File: src/rtl/mem_port_arbiter_pkg.sv
// rtl/mem_port_arbiter_pkg.sv - shared encodings and defaults for the memory port arbiter
package mem_port_arbiter_pkg;

   typedef enum logic [1:0] {
      ARB_IDLE    = 2'b00,
      ARB_BUSY_IF = 2'b01,
      ARB_BUSY_D  = 2'b10,
      ARB_DRAIN   = 2'b11
   } arb_state_e;

   localparam int STARVE_LIMIT_DEF = 4;
   localparam int STREAK_W         = 4;

   typedef struct packed {
      logic        we;
      logic [31:0] addr;
      logic [31:0] wdata;
   } mem_cmd_t;

   function automatic logic [STREAK_W-1:0] streak_next(input logic [STREAK_W-1:0] cur,
                                                        input logic [STREAK_W-1:0] limit);
      return (cur >= limit) ? limit : cur + 4'd1;
   endfunction

endpackage

File: src/rtl/mem_arb_starve_ctr.sv
// rtl/mem_arb_starve_ctr.sv - saturating count of data grants taken while fetch is waiting
module mem_arb_starve_ctr
   import mem_port_arbiter_pkg::*;
#(
   parameter int LIMIT = STARVE_LIMIT_DEF
) (
   input  logic clk,
   input  logic rst,
   input  logic data_grant_i,
   input  logic fetch_grant_i,
   input  logic if_req_i,
   output logic at_limit_o
);

   localparam logic [STREAK_W-1:0] LIMIT_V = STREAK_W'(LIMIT);

   logic [STREAK_W-1:0] streak_q;
   logic [STREAK_W-1:0] streak_d;

   // A data grant with no fetch waiting means fetch was not starved, so the streak restarts.
   always_comb begin
      streak_d = streak_q;
      if (fetch_grant_i) begin
         streak_d = '0;
      end else if (data_grant_i) begin
         streak_d = if_req_i ? streak_next(streak_q, LIMIT_V) : '0;
      end
   end

   always_ff @(posedge clk) begin
      if (rst) begin
         streak_q <= '0;
      end else begin
         streak_q <= streak_d;
      end
   end

   assign at_limit_o = (streak_q == LIMIT_V);

endmodule

File: src/rtl/mem_port_arbiter.sv
// rtl/mem_port_arbiter.sv - single-outstanding arbiter of the unified memory between fetch and data
module mem_port_arbiter
   import mem_port_arbiter_pkg::*;
#(
   parameter int STARVE_LIMIT = STARVE_LIMIT_DEF
) (
   input  logic        clk,
   input  logic        rst,
   input  logic        flush,
   input  logic        if_req,
   input  logic [31:0] if_addr,
   output logic        if_ready,
   output logic [31:0] if_rdata,
   output logic        if_stall,
   input  logic        d_req,
   input  logic        d_we,
   input  logic        d_misaligned,
   input  logic [31:0] d_addr,
   input  logic [31:0] d_wdata,
   output logic        d_ready,
   output logic [31:0] d_rdata,
   output logic        d_stall,
   output logic        mem_req,
   output logic        mem_we,
   output logic [31:0] mem_addr,
   output logic [31:0] mem_wdata,
   input  logic        mem_ready,
   input  logic [31:0] mem_rdata
);

   arb_state_e state_q;
   arb_state_e state_d;
   logic       req_q;
   logic       req_d;
   mem_cmd_t   cmd_q;
   mem_cmd_t   cmd_d;

   logic d_valid;
   logic f_valid;
   logic at_limit;
   logic data_grant;
   logic fetch_grant;
   logic if_ready_c;
   logic d_ready_c;

   assign d_valid = d_req & ~d_misaligned & ~flush;
   assign f_valid = if_req & ~flush;

   mem_arb_starve_ctr #(
      .LIMIT(STARVE_LIMIT)
   ) u_starve_ctr (
      .clk          (clk),
      .rst          (rst),
      .data_grant_i (data_grant),
      .fetch_grant_i(fetch_grant),
      .if_req_i     (if_req),
      .at_limit_o   (at_limit)
   );

   always_comb begin
      state_d     = state_q;
      req_d       = req_q;
      cmd_d       = cmd_q;
      data_grant  = 1'b0;
      fetch_grant = 1'b0;
      if_ready_c  = 1'b0;
      d_ready_c   = 1'b0;

      unique case (state_q)
         ARB_IDLE: begin
            if (d_valid && !(f_valid && at_limit)) begin
               data_grant  = 1'b1;
               state_d     = ARB_BUSY_D;
               req_d       = 1'b1;
               cmd_d.we    = d_we;
               cmd_d.addr  = d_addr;
               cmd_d.wdata = d_wdata;
            end else if (f_valid) begin
               fetch_grant = 1'b1;
               state_d     = ARB_BUSY_IF;
               req_d       = 1'b1;
               cmd_d.we    = 1'b0;
               cmd_d.addr  = if_addr;
               cmd_d.wdata = '0;
            end
         end
         ARB_BUSY_IF: begin
            if (mem_ready) begin
               if_ready_c = ~flush;
               req_d      = 1'b0;
               state_d    = ARB_IDLE;
            end else if (flush) begin
               state_d = ARB_DRAIN;
            end
         end
         ARB_BUSY_D: begin
            // A flushed store still lands in memory; only the completion to the pipe is dropped.
            if (mem_ready) begin
               d_ready_c = ~flush;
               req_d     = 1'b0;
               state_d   = ARB_IDLE;
            end else if (flush) begin
               state_d = ARB_DRAIN;
            end
         end
         ARB_DRAIN: begin
            if (mem_ready) begin
               req_d   = 1'b0;
               state_d = ARB_IDLE;
            end
         end
         default: begin
            state_d = ARB_IDLE;
            req_d   = 1'b0;
         end
      endcase
   end

   always_ff @(posedge clk) begin
      if (rst) begin
         state_q <= ARB_IDLE;
         req_q   <= 1'b0;
         cmd_q   <= '0;
      end else begin
         state_q <= state_d;
         req_q   <= req_d;
         cmd_q   <= cmd_d;
      end
   end

   // Ready is masked during reset so an abandoned access can never complete into the pipe.
   assign if_ready  = if_ready_c & ~rst;
   assign d_ready   = d_ready_c & ~rst;
   assign if_rdata  = if_ready ? mem_rdata : '0;
   assign d_rdata   = d_ready ? mem_rdata : '0;
   assign if_stall  = if_req & ~if_ready & ~flush;
   assign d_stall   = d_req & ~d_misaligned & ~d_ready & ~flush;

   assign mem_req   = req_q;
   assign mem_we    = cmd_q.we;
   assign mem_addr  = cmd_q.addr;
   assign mem_wdata = cmd_q.wdata;

endmodule

File: config.mk
export PLATFORM = sky130hd
export DESIGN_NAME = mem_port_arbiter
export DESIGN_NICKNAME = d
export VERILOG_FILES = /design/src/rtl/mem_port_arbiter_pkg.sv /design/src/rtl/mem_arb_starve_ctr.sv /design/src/rtl/mem_port_arbiter.sv
export SDC_FILE = /design/constraint.sdc
export NUM_CORES = 1
export LEC_CHECK = 0
export BUFFER_PORTS_ARGS = -buffer_cell sky130_fd_sc_hd__buf_4
export CORE_AREA = 3 3 104 106
export DETAILED_ROUTE_END_ITERATION = 8
export DIE_AREA = 0 0 107 109
export PLACE_DENSITY = 0.73
export SLEW_MARGIN = 25
export SYNTH_ARGS = -nofsm -noshare
export SYNTH_HDL_FRONTEND = slang
export SYNTH_SLANG_ARGS = --single-unit
File: constraint.sdc
create_clock -name clk -period 4.1 [get_ports clk]
set_input_delay 0.205 -clock clk [delete_from_list [all_inputs] [get_ports clk]]
set_output_delay 0.205 -clock clk [all_outputs]
set_load 0.005 [all_outputs]
# Yosys cells after proc, flatten, opt, wreduce, memory -nomap -nowiden
# Index checks and enable logic that the tools add are counted.
[word_totals] reg_bits=72 inputBits=136 out_inout_bits=134 word_cells=65
[op_classes] add_sub_neg=1 order_cmp=1 n_eq_ne=8 n_mux=24 bitwise_logic=14 n_reduce_logical=11
[op_table] op="2-to-1 mux 65 bit" count=2
[op_table] op="2-to-1 mux 32 bit" count=2
[op_table] op="2-to-1 mux 1 bit" count=11
[op_table] op="2-to-1 mux 2 bit" count=5
[op_table] op="AND 1 bit" count=9
[op_table] op="2-to-1 mux 4 bit" count=2
[op_table] op="one-hot mux 2 bit (3 select lines)" count=1
[op_table] op="inverter 1 bit" count=5
[op_table] op="adder 4 x 1 -> 4 bit, second input constant" count=1
[op_table] op="== test 2 bit, second input constant" count=2
[op_table] op="== test 4 x 3 -> 1 bit, second input constant" count=1
[op_table] op=">= comparator 4 x 3 -> 1 bit, second input constant" count=1
[op_table] op="AND reduction 2 bit" count=2
[op_table] op="OR reduction 2 bit" count=2
[op_table] op="!= test 3 x 1 -> 1 bit, second input constant" count=1
[op_table] op="!= test 3 bit, second input constant" count=1
[op_table] op="AND reduction 3 bit" count=1
[op_table] op="OR reduction 3 bit" count=1
[op_table] op="== test 2 x 1 -> 1 bit, second input constant" count=1
[op_table] op="logical AND 1 bit" count=2
[op_table] op="zero test 2 bit" count=1
[op_table] op="!= test 2 x 1 -> 1 bit, second input constant" count=1
[op_table] op="!= test 2 bit, second input constant" count=1
[op_table] op="one-hot mux 1 bit (2 select lines)" count=1
[op_table] op="2 further kinds" count=2

# Logic depth before layout (Yosys ltp)
# Gate-level depths: netlist (run 1).
[logic_depth] word_depth=8 mapped_depth=8 depth_no_buf=6

# Hierarchy
# From an unflattened synthesis (run 1), not the netlist that was laid out.
[hier_totals] cells_unflattened=420 area_unflattened_um2=3473.3
[modules_own_cells] mod="mem_port_arbiter" n_inst=1 cells_each=398 area_each_um2=3259.4 seq_area_each_um2=1361.3
[modules_own_cells] mod="mem_arb_starve_ctr" n_inst=1 cells_each=22 area_each_um2=214.0 seq_area_each_um2=80.1

# Worst setup path after synthesis (run 1)
# Ideal clock, no wire load.
[synth_path] path_kind="register -> register" start="reg state_q[0]" end="reg cmd_q, in the netlist mem_addr[10]" setup_time_ns=0.147 t_arrival_ns=1.529 t_required_ns=3.953 path_slack_ns=2.424 path_stages_with_launch=8 cell_sequence="dfxtp_1 inv_1 ha_1 nor2b_2 a21boi_2 buf_4 buf_2 a311oi_2"
[synth_between] elab_chain_cells=2
[synth_rtl] element="from (decl)" line_no="mem_port_arbiter.sv:31" rtl="arb_state_e state_q;"
[synth_rtl] element="from (signal assigned)" line_no="mem_port_arbiter.sv:125" rtl="state_q <= state_d;"
[synth_rtl] element="zero test 2 bit" line_no="mem_port_arbiter.sv:69" rtl="unique case (state_q)"
[synth_rtl] element="AND reduction 2 bit (no line)"
[synth_rtl] element="to (signal assigned)" line_no="mem_port_arbiter.sv:127" rtl="cmd_q <= cmd_d;"
[synth_rtl] element="to (decl)" line_no="mem_port_arbiter.sv:35" rtl="mem_cmd_t cmd_q;"
# No other way between the ends.
# A chain may end at the register's enable or synchronous reset.

# Worst setup path in the final report (run 1)
[layout_path] start="reg state_q[1]" end="reg cmd_q, in the netlist mem_addr[31]"
# The elaborated chain is that of the path after synthesis.

==> results of run 1 <==
## state kept, by name (all words and copies together) (netlist names)
name                   cells
state_q                    2
mem_we                     1
mem_req                    1
mem_wdata                 32
mem_addr                  32
u_starve_ctr.streak_q      4
## layer usage
layer,vias to the layer above,part of all wire (%),global-route usage (%)
li1,1938,-,-
met1,1817,37,22.2
met2,179,52,38.4
met3,17,8.4,5.21
met4,0,1.8,8.13
met5,-,0,0
## through the flow
step	std cells	area, um2	util, %
6_report	807	5910	59.9
5_1_grt	807	5910	59.9
4_1_cts	807	5910	59.9
3_5_place_dp	792	5700	57.7
3_3_place_gp	790	5670	57.5
2_1_floorplan	420	3640	-
## worst paths after layout
path | endpoint | cells past startpoint | startpoint | slack (ns)
min reg2reg | u_starve_ctr.streak_q[3] | 2 | u_starve_ctr.streak_q[3] | 0.49
max | mem_addr[31] | 7 | state_q[1] | 1.76
min | mem_wdata[20] | 3 | d_wdata[20] | 0.10
max reg2reg | mem_addr[31] | 7 | state_q[1] | 1.76
## cell families after synthesis
logic type                 Yosys count
and+or+nand+nor                    222
AOI/OAI and AO/OA                   77
DFF                                 72
buffers and inverters               41
adders and majority gates            6
muxes                                2
## layout make-up
type / count / area [um2] / share of cell area (%)
Tap cell: 133 / 166 / 2.82
Clock buffer: 9 / 124 / 2.10
Timing Repair Buffer: 274 / 2070 / 35.0
Clock inverter: 6 / 85.1 / 1.44
Inverter: 6 / 22.5 / 0.381
Sequential cell: 72 / 1440 / 24.4
Multi-Input combinational cell: 307 / 2000 / 33.8
## layout by cell type (no fill, tap or decap), drive strengths merged, types with 3 or more instances in the layout
cell type and count:
buf 274, nor2 76, dfxtp 72, nand2 65
and2 64, a22oi 33, a311oi 32, clkbuf 9
inv 6, ha 6, a21oi 4, nor3 4
o21ai 3
## report_power, final
part / switching (mW) / internal, mW / total [mW] / leakage [nW]
Sequential: 0.0593 / 0.802 / 0.861 / 0.588
Clock: 0.262 / 0.337 / 0.599 / 0.101
Combinational: 0.378 / 0.398 / 0.777 / 2.08
## cells in the mapped netlist (all sizes together) (2+ instances only)
library cell and n:
nand2b 2, clkbuf 17, nor2 76, buf 18
ha 6, mux2i 2, a311oi 32, nor3 4
nand2 65, a22oi 33, a21oi 4, nor2b 2
nor4b 2, inv 6, dfxtp 72, and2 64
o21ai 3
## critical path, delay by kind of cell, from the launching register on
kind,cells,cell delay [ns]
AND/OR/NAND/NOR,2,0.37
flip-flops,1,0.35
adder cells (fa/ha/maj),1,0.32
buffers and inverters,2,0.72
AO/OA/AOI/OAI,2,0.46
==> flow_results.org, run 1 <==
** Flow run
- The tool flagged a number of max-cap violations equal to 0.

** Logic synthesis
- Cell types with the largest area share after synthesis :: dfxtp_1, a311oi_2, and2_1, nor2_1, a22oi_1
- Synthesized cell area :: ~3600 um2
- Yosys mapped a number of flops with a built-in enable equal to 0.
- Summed over all instances, the cell type with the most area after synthesis is dfxtp_1.
- Number of cells produced by synthesis :: 420
- The number of nets handed over by synthesis was between 500 and 600.
- For this run, the leading register cell type out of synthesis is dfxtp_1.
- Share of synthesized flip-flops with an asynchronous set or reset :: 0%
- Multiplexer fraction of the synthesized cell area :: less than 1%
- Fraction of the mapped netlist area in compound gates :: a little over a fifth
- During synthesis, Yosys emitted a total of 0 warnings.
- The synthesized netlist contains 38 unique library cells.
- After Yosys synthesis, XOR and XNOR cells account for 0% of the synthesized area.
- Flop and latch count out of synthesis :: 72
- Sequential fraction of the synthesis area :: between 30% and 40%
- Adder and majority gate portion of the synthesized area :: roughly 2.1%
- The synthesized netlist devotes roughly 30% of its cell area to simple gates.
- Top cell type's share of synthesized area :: about two fifths
- By area, the combinational part of the netlist is dominated by simple AND/OR/NAND/NOR gates.
- Mean instance size in the synthesized netlist :: between 8 and 9 um2

** Timing
- After routing, the total negative slack on setup checks comes to 0 ns.
- Transition time at the pin with the least slew margin :: 0.914 ns
- Of the available clock period, the critical path in the final layout requires a little under three fifths.
- Max Slew Vio Count :: 0
- The tightest hold path in the finished design has a slack of between 0.1 and 0.15 ns.
- Min Tclk post-route :: 2.34 ns
- The worst pin sits at a relative slew slack of between 30% and 40%.
- RSZ-0062 raised after global routing :: false
- Setup violators final :: 0
- Slack of the critical path :: 1.76 ns
- Worst Clk Skew :: about 0.0064 ns
- Static timing analysis puts the maximum clock frequency at 427 MHz.
- The final hold violation count came to 0.

** GRT
- The first global-routing pass estimated around 19000 um of wire.
- For this run, the total global-route usage over all layers was measured as between 20% and 30%.
- Largest net degree at the start of global routing :: between 70 and 80
- Via count of the first global-routing pass :: roughly 3900
- Antenna violations before repair :: 0
- Summed over all layers, the global routing overflow is 0.

** CTS
- Buffers inserted by post-CTS timing repair :: 0
- CTS tree :: done
- CTS Hold Buffers Added :: 0
- The H-tree generated during clock tree synthesis spans 3 levels.
- Post-CTS clock slew at the launch and capture registers of the worst setup and hold paths :: approximately 0.08 ns
- Counting along the longest clock path gives a buffer depth of 2.
- Latest clock arrival within the worst-skew pair :: 0.34 ns
- CTS placed an instance of clkbuf_8 at the clock tree root.
- TritonCTS created 9 clock buffers.
- The tree built by TritonCTS fans out to just over 70 sinks.
- Post-cts gate resize count :: 0

** Place
- IO buf count :: around 270
- Placement Setup Slack :: 1.80 ns
- Detailed placement finished with a half-perimeter wire length of between 9000 and 10000 um.
- The congestion estimate from routability-driven global placement came to 0.769.

** Setup path
- The worst setup path is captured at a flop.
- Slowest cell on crit path :: buf_4
- Worst Setup Start Kind :: flop
- Slowest cell delay on critical path :: slightly above 0.6 ns
- Critical-path maximum fanout :: 64
- Kind of critical path :: flop to flop
- The critical path goes through inv_1, ha_1, nor2b_2, a21boi_4, buf_4, nor2_1, a311oi_2.
- At the worst endpoint, the arrival time is 2.58 ns.
- Data required time of the critical path :: about 4.3 ns

** Routing
- In the final routed layout, each cell accounts on average for between 15 and 20 um.
- Count of TritonRoute iterations in the first routing pass :: 4
- After detailed routing, the number of vias per cell comes to between 4 and 5.
- ANT nets after route :: 0
- First DRT Iteration DRCs :: between 200 and 250
- Wires add up to 12800 um.
- Summing over every cut layer, the via total after detailed routing is 3951.
- In the routed design, unresolved DRC markers number 0.

** Floorplan
- Starting density of the core :: a little under two fifths
- Core area :: about 10000 um2
- Overall die height :: roughly 110 um
- Total die area :: roughly 12000 um2
- Floorplan die width :: between 100 and 150 um
- In this run the count of I/O pins placed on the die edge is 270.
- In this run the core area contains 36 standard-cell rows.

** Power and ir drop
- Standby leakage power :: 2.77 nW
- Power comes to ~2.2 mW.
- Across the VDD grid, the largest voltage drop is 193 uV.
- Areal power density over the cells :: around 380 nW/um2

** Min path
- In this run the worst hold path is classified as input pin to flop.

** Final layout
- After filler insertion, the fill cell instance count of the layout stands at a little under 900.
- In the final design database the tool counted between 800 and 900 nets.
- The number of antenna diodes in the final layout is 0.
- In the final layout, the share of cells above drive strength 1 is between 40% and 50%.
- Relative to the synthesized area, the layout overhead comes to 62.3%.

** Outcome
- Outcome :: finished, final reports clean
No activity file was read; power rests on OpenSTA's default activity.
==> run 2: changes to the inputs <==
--- a/config.mk
+++ b/config.mk
@@ -6,10 +6,10 @@
 export NUM_CORES = 1
 export LEC_CHECK = 0
 export BUFFER_PORTS_ARGS = -buffer_cell sky130_fd_sc_hd__buf_4
-export CORE_AREA = 3 3 104 106
+export CORE_MARGIN = 3
+export CORE_UTILIZATION = 37
 export DETAILED_ROUTE_END_ITERATION = 8
-export DIE_AREA = 0 0 107 109
-export PLACE_DENSITY = 0.73
+export PLACE_DENSITY = 0.78
 export SLEW_MARGIN = 25
 export SYNTH_ARGS = -nofsm -noshare
 export SYNTH_HDL_FRONTEND = slang
==> constraint.sdc (replaced) <==
create_clock -name clk -period 2.1 [get_ports clk]
set_input_delay 0.105 -clock clk [delete_from_list [all_inputs] [get_ports clk]]
set_output_delay 0.105 -clock clk [all_outputs]
set_load 0.005 [all_outputs]
==> flow_results.org, run 2 (synthesis gave the netlist of run 1 again) <==
** Setup path
- Kind of critical path :: flop to output pin
- Worst Setup Start Kind :: flop
- Critical-path maximum fanout :: 34
- For the worst setup path, the data arrival time is about 1.8 ns.
- Source of the worst register-to-register timing path :: u_starve_ctr.streak_q[0]
- Data required time of the critical path :: ~2.0 ns
- STA classifies the critical path endpoint as an output pin.
- Timing startpoint of the critical path :: state_q[0]

** Power and ir drop
- Combinational logic is responsible for ~37% of the overall power.
- Sequential cells burn 38.7% of the power.
- Part of the power in the clock network :: 24.8%
- Max IR drop VDD :: roughly 380 uV
- For this design the ratio of total power to cell area is about 710 nW/um2.
- Standby leakage power :: about 2.9 nW
- Net switching share of the total power :: between 30% and 40%
- Internal portion of total power :: a little under 3 mW
- Switching component of the power :: 1.39 mW

** Timing
- Worst slew slack as a fraction of its limit :: between 40% and 50%
- On the final layout, the worst hold slack is around 0.016 ns.
- At the pin with the least slew margin, the transition time is ~0.87 ns.
- Setup violators final :: 0
- Static timing analysis puts the maximum clock frequency at a little over 500 MHz.
- The worst path meets setup with about 0.16 ns of slack.
- Setup repair after global routing left no endpoint under its margin.
- Max Slew Vio Count :: 0
- Worst Clk Skew :: between 0.01 and 0.015 ns
- The routed design could run at a clock period as short as 1.94 ns.
- Final Hold Fails :: 0
- After routing, the total negative slack on setup checks comes to 0 ns.
- The worst path uses between 90% and 100% of the clock period.

** Place
- Once detailed placement completed, the half-perimeter wirelength came to slightly below 10000 um.
- In this run the tool buffered the top-level ports with around 270 buffer cells.
- RePlAce Congestion :: between 0.9 and 1
- Number of placed instances with taps included :: approximately 800
- At the placement stage, the worst setup path has a slack of 0.274 ns.
- The placed instances occupy a cell area of 5740 um2.

** Min path
- The path class of the tightest hold or removal check is input pin to flop.
- In this run the most critical hold path is launched from d_we.

** Routing
- In this run the remaining antenna-violating nets after routing total 0.
- Total number of vias :: between 4000 and 5000
- After detailed routing, the number of remaining DRC violations is 0.
- Count of TritonRoute iterations in the first routing pass :: 4
- After detailed routing, the average wire length per cell comes to between 15 and 20 um.
- First DRT Iteration DRCs :: between 200 and 250
- Summed over all layers, the routed wires come to between 10000 and 15000 um.
- Via count normalized by instance count :: ~5

** GRT
- Largest net degree at the start of global routing :: 70
- Via count of the first global-routing pass :: between 4000 and 5000
- Wire length of the first global-routing pass :: 20400 um
- Antenna violations before repair :: 1
- GR Overflow Total :: 0
- In the global route stage, overall resource usage came out at 22.5%.

** Final layout
- Final Non-Filler Cells :: just over 800
- Most frequent standard cell in the layout excluding fill and tap cells :: buf_4
- Post-route standard cell area excluding fillers :: around 6000 um2
- Relative to the synthesized area, the layout overhead comes to 68.1%.
- Cells with a size suffix above 1 make up a little under half of the layout.
- Commonest cells after routing, fill and taps aside :: buf_4, nor2_1, dfxtp_1, nand2_1, and2_1
- Number of nets in the layout :: between 800 and 900

** Floorplan
- Number of top-level pins :: 270
- The core region is 9420 um2.
- From bottom edge to top edge, the die measures roughly 110 um.
- Total die area :: ~11000 um2
- Floorplan die width :: ~110 um
- Starting density of the core :: 38.7%
- Row generation in the floorplan step produced 35 rows.

** CTS
- Max H-tree Level :: 3
- Sink Count :: between 70 and 80
- Counting along the longest clock path gives a buffer depth of 2.
- Number of buffers created by CTS :: 9
- The clock reaches the later pin of the worst-skew pair after 0.33 ns.
- TritonCTS built the clock tree.
- Root cell of the clock tree :: clkbuf_8
- After clock tree synthesis, the clock-pin slew on the worst setup and hold paths is 0.08 ns.

** Outcome
- The flow ran to the end, and the final reports show no timing, DRC or antenna violations.

** Flow run
- The tool flagged a number of max-cap violations equal to 0.
run 2: changes by cell type in the layout (fill, tap and decap cells not counted), sizes merged:
cell	before	now
bufinv	2	1
dlygate4sd3	0	18
clkbuf	9	10
inv	6	7
diode	0	1
buf	274	279
run 2: power by group through the flow:
stage	Combinational, mW	Sequential (mW)	Clock [mW]
3_5_place_dp	1.56	1.71	0
2_1_floorplan	0.846	1.71	0
4_1_cts	1.59	1.68	1.11
5_1_grt	1.74	1.71	1.18
3_3_place_gp	1.51	1.70	0
6_report	1.59	1.68	1.07
run 2: critical path, stage by stage (launching register included):
cell	delay [ns]
dfxtp_1	0.35
inv_1	0.10
ha_1	0.15
and4bb_2	0.58
and2_1	0.22
buf_4	0.11
run 2: layer usage:
layer | global-route usage [%] | vias to the layer above | routed length, um
met2 | 40.6 | 187 | 6970
met5 | 0 | - | 0
met1 | 24.6 | 1887 | 4820
met3 | 7.04 | 16 | 1050
met4 | 8.06 | 0 | 257
li1 | - | 1982 | -
run 2: worst paths after layout:
path / to / slack, ns / cells past startpoint
hold reg to reg: u_starve_ctr.streak_q[3] / 0.49 / 2
setup reg to reg: state_q[0] / 0.27 / 7
setup / recovery: d_rdata[28] / 0.16 / 5
hold / removal: mem_we / 0.02 / 3
run 2: layout make-up:
class / instances / area (um2)
fillers: 795 / 3300
repair buffers: 297 / 2300
multi-input cells: 307 / 2000
flip-flops and latches: 72 / 1440
well taps: 129 / 161
clock buffers: 10 / 128
clock inverters: 6 / 67.6
inverters: 6 / 22.5
diodes: 1 / 2.50
run 2: timing repair:
item,in CTS,in global routing
hold buffers,17,1
setup buffers,0,0
gates resized for setup,0,0
hold endpoints to repair,17,1
run 2: through the flow:
step | util (%) | power [mW]
global route | 65.0 | 4.62
global placement | 61.0 | 3.21
finish | 65.0 | 4.34
CTS | 64.9 | 4.38
detailed placement | 61.0 | 3.27
floorplan | - | 2.56
